===== src/rtl/cpu_bus_responder.sv =====
// Memory-side responder for the 6502C external bus.
// Decodes the CPU address bus into a RAM window, serves reads after a
// programmable number of RDY-low wait states, accepts zero-wait writes and
// blocks writes into a write-protected offset range with a one-cycle error
// pulse.
module cpu_bus_responder #(
  parameter logic [15:0] BASE_ADDR   = 16'h0000,
  parameter int unsigned ADDR_BITS   = 8,
  parameter int unsigned WAIT_STATES = 1,
  parameter logic [7:0]  RO_LO       = 8'hF0,
  parameter logic [7:0]  RO_HI       = 8'hFF
) (
  input  logic        clock,
  input  logic        RES_L,
  input  logic [15:0] ab,
  input  logic [7:0]  db_in,
  input  logic        rw,
  output logic [7:0]  db_out,
  output logic        db_oe,
  output logic        rdy,
  output logic        hit,
  output logic        wp_err
);

  localparam int unsigned Depth    = 1 << ADDR_BITS;
  localparam logic [3:0]  WaitLoad = 4'(WAIT_STATES);
  localparam logic [15:0] RoLoExt  = {8'h00, RO_LO};
  localparam logic [15:0] RoHiExt  = {8'h00, RO_HI};
  // An inverted range disables protection entirely.
  localparam logic        RoEnable = (RO_LO <= RO_HI);

  typedef enum logic [1:0] {
    StIdle,
    StWait,
    StData
  } state_e;

  state_e               r_state;
  state_e               w_state_next;
  logic [3:0]           r_wait_cnt;
  logic [3:0]           w_wait_cnt_next;
  logic [ADDR_BITS-1:0] r_offset;
  logic [ADDR_BITS-1:0] w_offset;
  logic [ADDR_BITS-1:0] w_rd_offset;
  logic [15:0]          w_off_ext;
  logic [7:0]           r_db_out;
  logic                 r_wp_err;
  logic [7:0]           r_mem [Depth];

  logic w_accept;
  logic w_rd_acc;
  logic w_wr_acc;
  logic w_ro;
  logic w_wr_en;
  logic w_wp_block;
  logic w_load_data;

  // Address decode: window select and byte offset within the window.
  assign hit       = (ab[15:ADDR_BITS] == BASE_ADDR[15:ADDR_BITS]);
  assign w_offset  = ab[ADDR_BITS-1:0];
  assign w_off_ext = {{(16 - ADDR_BITS){1'b0}}, w_offset};
  assign w_ro      = RoEnable && (w_off_ext >= RoLoExt) && (w_off_ext <= RoHiExt);

  // The bus is only sampled outside WAIT; during WAIT ab/rw are ignored.
  assign w_accept   = (r_state != StWait);
  assign w_rd_acc   = w_accept & hit & rw;
  assign w_wr_acc   = w_accept & hit & ~rw;
  assign w_wp_block = w_wr_acc & w_ro;
  // Gate on RES_L so an edge during reset cannot disturb RAM contents.
  assign w_wr_en    = RES_L & w_wr_acc & ~w_ro;

  // Read data is captured on the edge that enters DATA; a WAIT exit uses the
  // latched offset, a zero-wait read uses the live offset.
  assign w_load_data = (w_state_next == StData);
  assign w_rd_offset = (r_state == StWait) ? r_offset : w_offset;

  // State register.
  always_ff @(posedge clock or negedge RES_L) begin
    if (!RES_L) begin
      r_state <= StIdle;
    end else begin
      r_state <= w_state_next;
    end
  end

  // Next-state and wait-counter logic.
  always_comb begin
    w_state_next    = r_state;
    w_wait_cnt_next = r_wait_cnt;
    case (r_state)
      StIdle, StData: begin
        if (w_rd_acc) begin
          if (WAIT_STATES == 0) begin
            w_state_next = StData;
          end else begin
            w_state_next    = StWait;
            w_wait_cnt_next = WaitLoad;
          end
        end else begin
          // Writes and misses both leave the bus idle.
          w_state_next = StIdle;
        end
      end
      StWait: begin
        w_wait_cnt_next = r_wait_cnt - 4'd1;
        if (r_wait_cnt <= 4'd1) begin
          w_state_next = StData;
        end
      end
      default: begin
        w_state_next = StIdle;
      end
    endcase
  end

  // Output decode from the current state and the datapath registers.
  always_comb begin
    rdy    = (r_state != StWait);
    db_oe  = (r_state == StData);
    db_out = r_db_out;
    wp_err = r_wp_err;
  end

  // Datapath registers: latched offset, wait counter, read data, error pulse.
  always_ff @(posedge clock or negedge RES_L) begin
    if (!RES_L) begin
      r_offset   <= '0;
      r_wait_cnt <= 4'd0;
      r_db_out   <= 8'h00;
      r_wp_err   <= 1'b0;
    end else begin
      r_wait_cnt <= w_wait_cnt_next;
      r_wp_err   <= w_wp_block;
      if (w_rd_acc) begin
        r_offset <= w_offset;
      end
      if (w_load_data) begin
        r_db_out <= r_mem[w_rd_offset];
      end
    end
  end

  // RAM write port; contents deliberately survive reset.
  always_ff @(posedge clock) begin
    if (w_wr_en) begin
      r_mem[w_offset] <= db_in;
    end
  end

  // A WAIT state always has at least one wait cycle left to count.
  a_wait_cnt_nonzero : assert property (@(posedge clock) disable iff (!RES_L)
    (r_state == StWait) |-> (r_wait_cnt != 4'd0));

  // Data is never presented while the CPU is stalled.
  a_oe_implies_rdy : assert property (@(posedge clock) disable iff (!RES_L)
    db_oe |-> rdy);

endmodule


===== config.mk =====
export PLATFORM = sky130hd
export DESIGN_NAME = cpu_bus_responder
export DESIGN_NICKNAME = d
export VERILOG_FILES = /design/src/rtl/cpu_bus_responder.sv
export SDC_FILE = /design/constraint.sdc
export NUM_CORES = 2
export LEC_CHECK = 0
export ABC_AREA = 1
export CORE_MARGIN = 3
export CORE_UTILIZATION = 60
export DETAILED_ROUTE_END_ITERATION = 6
export PLACE_DENSITY_LB_ADDON = 0.1
export REMOVE_ABC_BUFFERS = 1
export SLEW_MARGIN = 15
export SYNTH_ARGS = -nofsm -noshare
export SYNTH_HDL_FRONTEND = slang
export SYNTH_SLANG_ARGS = --single-unit

===== constraint.sdc =====
create_clock -name clock -period 7.05 [get_ports clock]
set_input_delay 1.41 -clock clock [delete_from_list [all_inputs] [get_ports clock]]
set_output_delay 1.41 -clock clock [all_outputs]
set_load 0.03 [all_outputs]

* Yosys cells after proc, flatten, opt, wreduce, memory -nomap -nowiden *
Memories as Yosys holds them, arrays and structs flattened. A register that Yosys moved wholly into a read port is not among the register bits.
Index checks and enable logic that the tools add are counted.

word-level totals
  flip-flop bits (word level) = 15
  memory bits (writable) = 2048
  output and inout bits = 12
  memories kept = 1

memories
  memory  depth  width  rd ports  clocked after Yosys merged registers in  wr ports  RTL line  source
  r_mem   256    8      1         1                                        1         48        logic [7:0] r_mem [Depth];

operators by class
  add/sub/neg operators = 1
  magnitude comparators = 3
  equality and inequality tests = 5
  mux-type cells = 8
  bitwise logic cells = 8
  reductions and logical operators = 7

operators by type and width
  kind                                                                    count
  8-bit greater-or-equal comparator (second input constant)               1
  8-bit <= comparator (second input constant)                             1
  8-bit logical NOT                                                       1
  8-bit 2-to-1 mux                                                        1
  4-bit one-hot mux with 2 select lines                                   1
  1-bit bitwise AND                                                       6
  2-bit == test (second input constant)                                   2
  4-bit by 1-bit <= comparator with 1-bit output (second input constant)  1
  4-bit 2-to-1 mux                                                        1
  2-bit one-hot mux with 2 select lines                                   1
  4-bit by 1-bit subtractor with 4-bit output (second input constant)     1
  1-bit 2-to-1 mux                                                        3
  2-bit by 1-bit == test with 1-bit output (second input constant)        1
  2-bit logical NOT                                                       1
  2-bit 2-to-1 mux                                                        1
  2-bit by 1-bit != test with 1-bit output (second input constant)        1
  2-bit != test (second input constant)                                   1
  1-bit inverter                                                          2
  2-bit AND reduction                                                     1
  2-bit nonzero test                                                      1
  2-bit OR reduction                                                      1
  1-bit logical AND                                                       1
  1-bit logical NOT                                                       1

* Longest topological paths before layout *
  word-level depth = 7
  depth in mapped cells = 17
  depth with buffers taken out = 14

* Least setup slack after synthesis *
No wires, ideal clock.

  path type = input to register
  start = input port ab[9]
  end = memory r_mem[15][0] (enable)
  library setup time = 0.370 ns
  arrival = 3.302 ns
  path slack = 3.377 ns
  stages = 7
  cell sequence = nor4_1 -> and2_1 -> nand4_1 -> nor3_1 -> nand2_1 -> clkbuf_1 -> nor2_1

on the way
  cells in the longest elaborated chain, start to end = 7

ends and longest elaborated chain
  item                                    RTL line  source
  start: declaration                      15        input logic [15:0] ab,
  8-bit logical NOT                       59        assign hit = (ab[15:ADDR_BITS] == BASE_ADDR[15:ADDR_BITS]);
  via hit                                 21        output logic hit,
  1-bit bitwise AND (2 in a row)          67        assign w_wr_acc = w_accept & hit & ~rw;
  1-bit bitwise AND (2 in a row)          70        assign w_wr_en = RES_L & w_wr_acc & ~w_ro;
  1-bit 2-to-1 mux                        145       if (w_wr_en) begin
  1-bit 2-to-1 mux (not written as such)  146       r_mem[w_offset] <= db_in;
  end: declaration                        48

The timed path passes the listed nets, and every way through them passes these cells.

* Worst setup path after layout *
  start = input port ab[0]
  end = register r_db_out[6] (netlist: db_out[6]), read port of r_mem

on the way
  cells in the longest elaborated chain, start to end = 1

ends and longest elaborated chain
  item              RTL line  source
  8-bit 2-to-1 mux  75        assign w_rd_offset = (r_state == StWait) ? r_offset : w_offset;
  end: declaration  46        logic [7:0] r_db_out;

No other way between the ends.
A chain may end at the register's enable or synchronous reset.

==> flow_summary.ini <==
[logic_synthesis]
flip_flop_and_latch_count_after_synthesis = 2071
yosysWarnings = 0
syn_area_per_cell_um2 = 11.9
ys_seq_area_share_pct = 73.9
post_synth_instance_area_um2 = 84000
post_synth_inst_count = 7056
yosys.cell_types.count = 28

[power_and_ir_drop]
switching_power_w = 0.00657
static-leakage-power_nw = 32.2
p_sw_share_pct = 24.5
finalPower_w = 0.0268
internal_power_w = 0.0203
power.share.combinational_pct = 10.1
seq_power_share_pct = 51.0
worst_ir_drop_vdd_mv = 0.258
power.density_cell_area_nw_per_um2 = 290
share_clk_of_total_power_pct = 38.9

[finish]
final_layout_size_suffix_gt1_share_pct = 5.38
synth_to_layout_area_growth_pct = 10.1
layout.nets = 7054
finish.instance_area_um2 = 92500
mostFrequentLayoutCells = nand3_1 (2119), edfxtp_1 (2048), nand2_1 (2035)
commonest_non_fill_non_tap_cell_in_the_layout = nand3_1

[floorplan]
core.rowCount = 136
design.portCount = 39
die-width_um = 380
initial_core_util_pct = 60.7
die_height_um = 380
die_area_um2 = 145000
coreArea_um2 = 138000

[worst_setup_path]
worst_ep_arrival_time_ps = 5570
path_class = input pin to flip-flop
ff2ff_setup_slack_ps = 2260
timing.critical_path.from_type = input pin
worst_path_largest_cell_delay_ps = 670
crit_fanout = 81
cp_common_cell = nand3_1
endpoint_kind = flip-flop
slowest_cell_on_the_critical_path = nand2_8
r2r_end = db_out[6]
critPathRequiredTime_ps = 7800
worst_reg_to_reg_cells = 15
timing.critical_path.cells = clkdlybuf4s50_1 -> inv_1 -> nand2_2 -> nand2_8 -> buf_4 -> buf_4 -> nand2_1 -> nand3_1 -> nand3_1 -> nand3_1 -> nand3_1 -> nand3_1 -> nand3_1 -> nand3_1 -> nand3_1 -> nand2_1
crit-reg2reg-launch = r_state[0]

[drt]
topRoutingLayerUsed = met5
drtAntennaViolNets = 0
wirelength_met1_um = 88700
wl_um = 225000
via_per_inst = 6.18
drt_pre_antenna_iters = 7
met2_layer_wire_length_in_the_routed_design_um = 104000
count_of_unresolved_drc_violations_after_routing = 6
met3WireLength_um = 23500
num_vias = 56000
wire_per_inst_um = 24.8
first_iter_violations = 8425

[placement]
dpl-instance-area_um2 = 86100
placement.setup.worst_slack_ps = 1450
io_buffers = 38
place_hpwl_um = 122000
globalplace.congestion = 0.883

[global_routing]
grt_start_max_net_pins = 211
grt_overflow_total = 0
antenna_found_initial = 13
grt_pass1_wl_um = 333000
grt_usage_pct = 30.7
grt_pass1_vias = 52600

[clock_tree]
clk_root_buffer_cell = clkbuf_16
tritoncts = built
post_cts_hold_buffer_count = 0
postCtsSetupBuffers = 0
clk_sink_count = 2071
post_cts_resized = 0
clk_pin_slew_ps = 60
cts.htree.levels = 4
insertion_delay_ps = 820
cts_buffers = 201
clk_path_buf_depth = 3

[sta]
final_critical_path_setup_slack_ps = 2230
final-hold-violation-count = 0
relative_slew_slack_pct = 18.2
setup_repair_after_global_routing_missed_its_margin = no
fin_crit_ps = 4820
actual_slew_at_the_worst_max_slew_pin_ps = 1220
worst_clock_skew_ps = 22.7
min_period_over_period_pct = 68.4
final_max_slew_viol_count = 0
setup_viol = 0
max_freq_mhz = 207

[flow_run]
total_of_max_cap_violations = 0

[worst_hold_path]
holdPathStages = 1
hold_end = r_wait_cnt[0]
hold_path_class = flip-flop to flip-flop
hold_start = r_wait_cnt[0]

[run_status]
outcome = finished, violations left
failed_checks = design-rule violations
critical path, delay by kind of cell:
kind / cells / cell delay, ps
and+or+nand+nor: 12 / 2330
buffers and inverters: 4 / 1750
synthesized netlist by cell type (all sizes together):
library cell  number  area [um^2]
nor2             261          980
inv               33          124
nand4              1         6.26
clkbuf           110          413
nor4               3         18.8
and2               1         6.26
nand2           2050         7700
conb               1         3.75
nand3           2121        10600
buf              374         1890
a21oi              1         5.00
o22ai              1         6.26
xor2               1         8.76
nor3               4         20.0
o21ai             19          110
a22oi              1         7.51
edfxtp          2048        61500
o21a               1         7.51
ha                 2         25.0
dfrtp             23          576
state kept, by name, indices dropped and copies added, names as in the netlist:
name and count:
r_wait_cnt 4, r_offset 8, db_out 8, wp_err 1
r_state 2, r_mem 2048
worst max-delay path by stage:
stage,to,slack [ps],cells after the start,start
floorplan,db_out[7],-5490,12,ab[0]
global placement,r_mem[14][0],1300,7,ab[13]
detailed placement,db_out[6],1450,16,ab[0]
CTS,db_out[6],2320,15,r_state[0]
global route,db_out[3],2060,15,r_state[0]
finish,db_out[6],2230,16,ab[0]
power groups by stage:
| stage | clock (W) | combinational [W] | sequential [W] |
|---|---|---|---|
| final | 0.0104 | 0.00272 | 0.0137 |
| after global routing | 0.0110 | 0.00293 | 0.0137 |
| after CTS | 0.0105 | 0.00267 | 0.0137 |
| after detailed placement | 0 | 0.00266 | 0.0139 |
| after global placement | 0 | 0.00263 | 0.0139 |
| after floorplan | 0 | 0.00220 | 0.0139 |
area by class of cell:
| class | count | area (um^2) |
|---|---|---|
| fill | 9982 | 45800 |
| sequential | 2071 | 62100 |
| tap | 1863 | 2330 |
| clock buffer | 249 | 5340 |
| inverter | 33 | 136 |
| multi-input combinational | 4595 | 20100 |
| clock inverter | 123 | 1020 |
| antenna | 11 | 27.5 |
| timing repair buffer | 123 | 1440 |
cell families (layout without fill, tap and decap cells):
kind of cell | after synthesis | in the layout | synth area share [%]
AOI/OAI and AO/OA | 23 | 23 | 0.162
and+or+nand+nor | 4441 | 4441 | 23.0
other | 1 | 139 | 0.00446
xor gates and xnor gates | 1 | 1 | 0.0104
buffers and inverters | 517 | 528 | 2.88
DFF | 2071 | 2071 | 73.9
adders and majority gates | 2 | 2 | 0.0298
stage by stage:
stage | instances | hold slack [ps] | setup TNS (ps) | utilization [%]
4_1_cts | 9056 | 537 | 0 | 66.8
3_5_place_dp | 8684 | 534 | 0 | 62.2
3_3_place_gp | 8684 | 517 | 0 | 62.2
6_report | 9068 | 536 | 0 | 66.9
5_1_grt | 9059 | 553 | 0 | 66.9
2_1_floorplan | 6699 | 490 | -43920 | -
metal layers:
| metal | vias to the layer above | global-route usage (%) |
|---|---|---|
| li1 | 25000 | - |
| met5 | - | 0 |
| met1 | 27400 | 44.6 |
| met4 | 2 | 10.8 |
| met3 | 466 | 5.56 |
| met2 | 3165 | 47.3 |
Power figures use the tool's default switching activity.
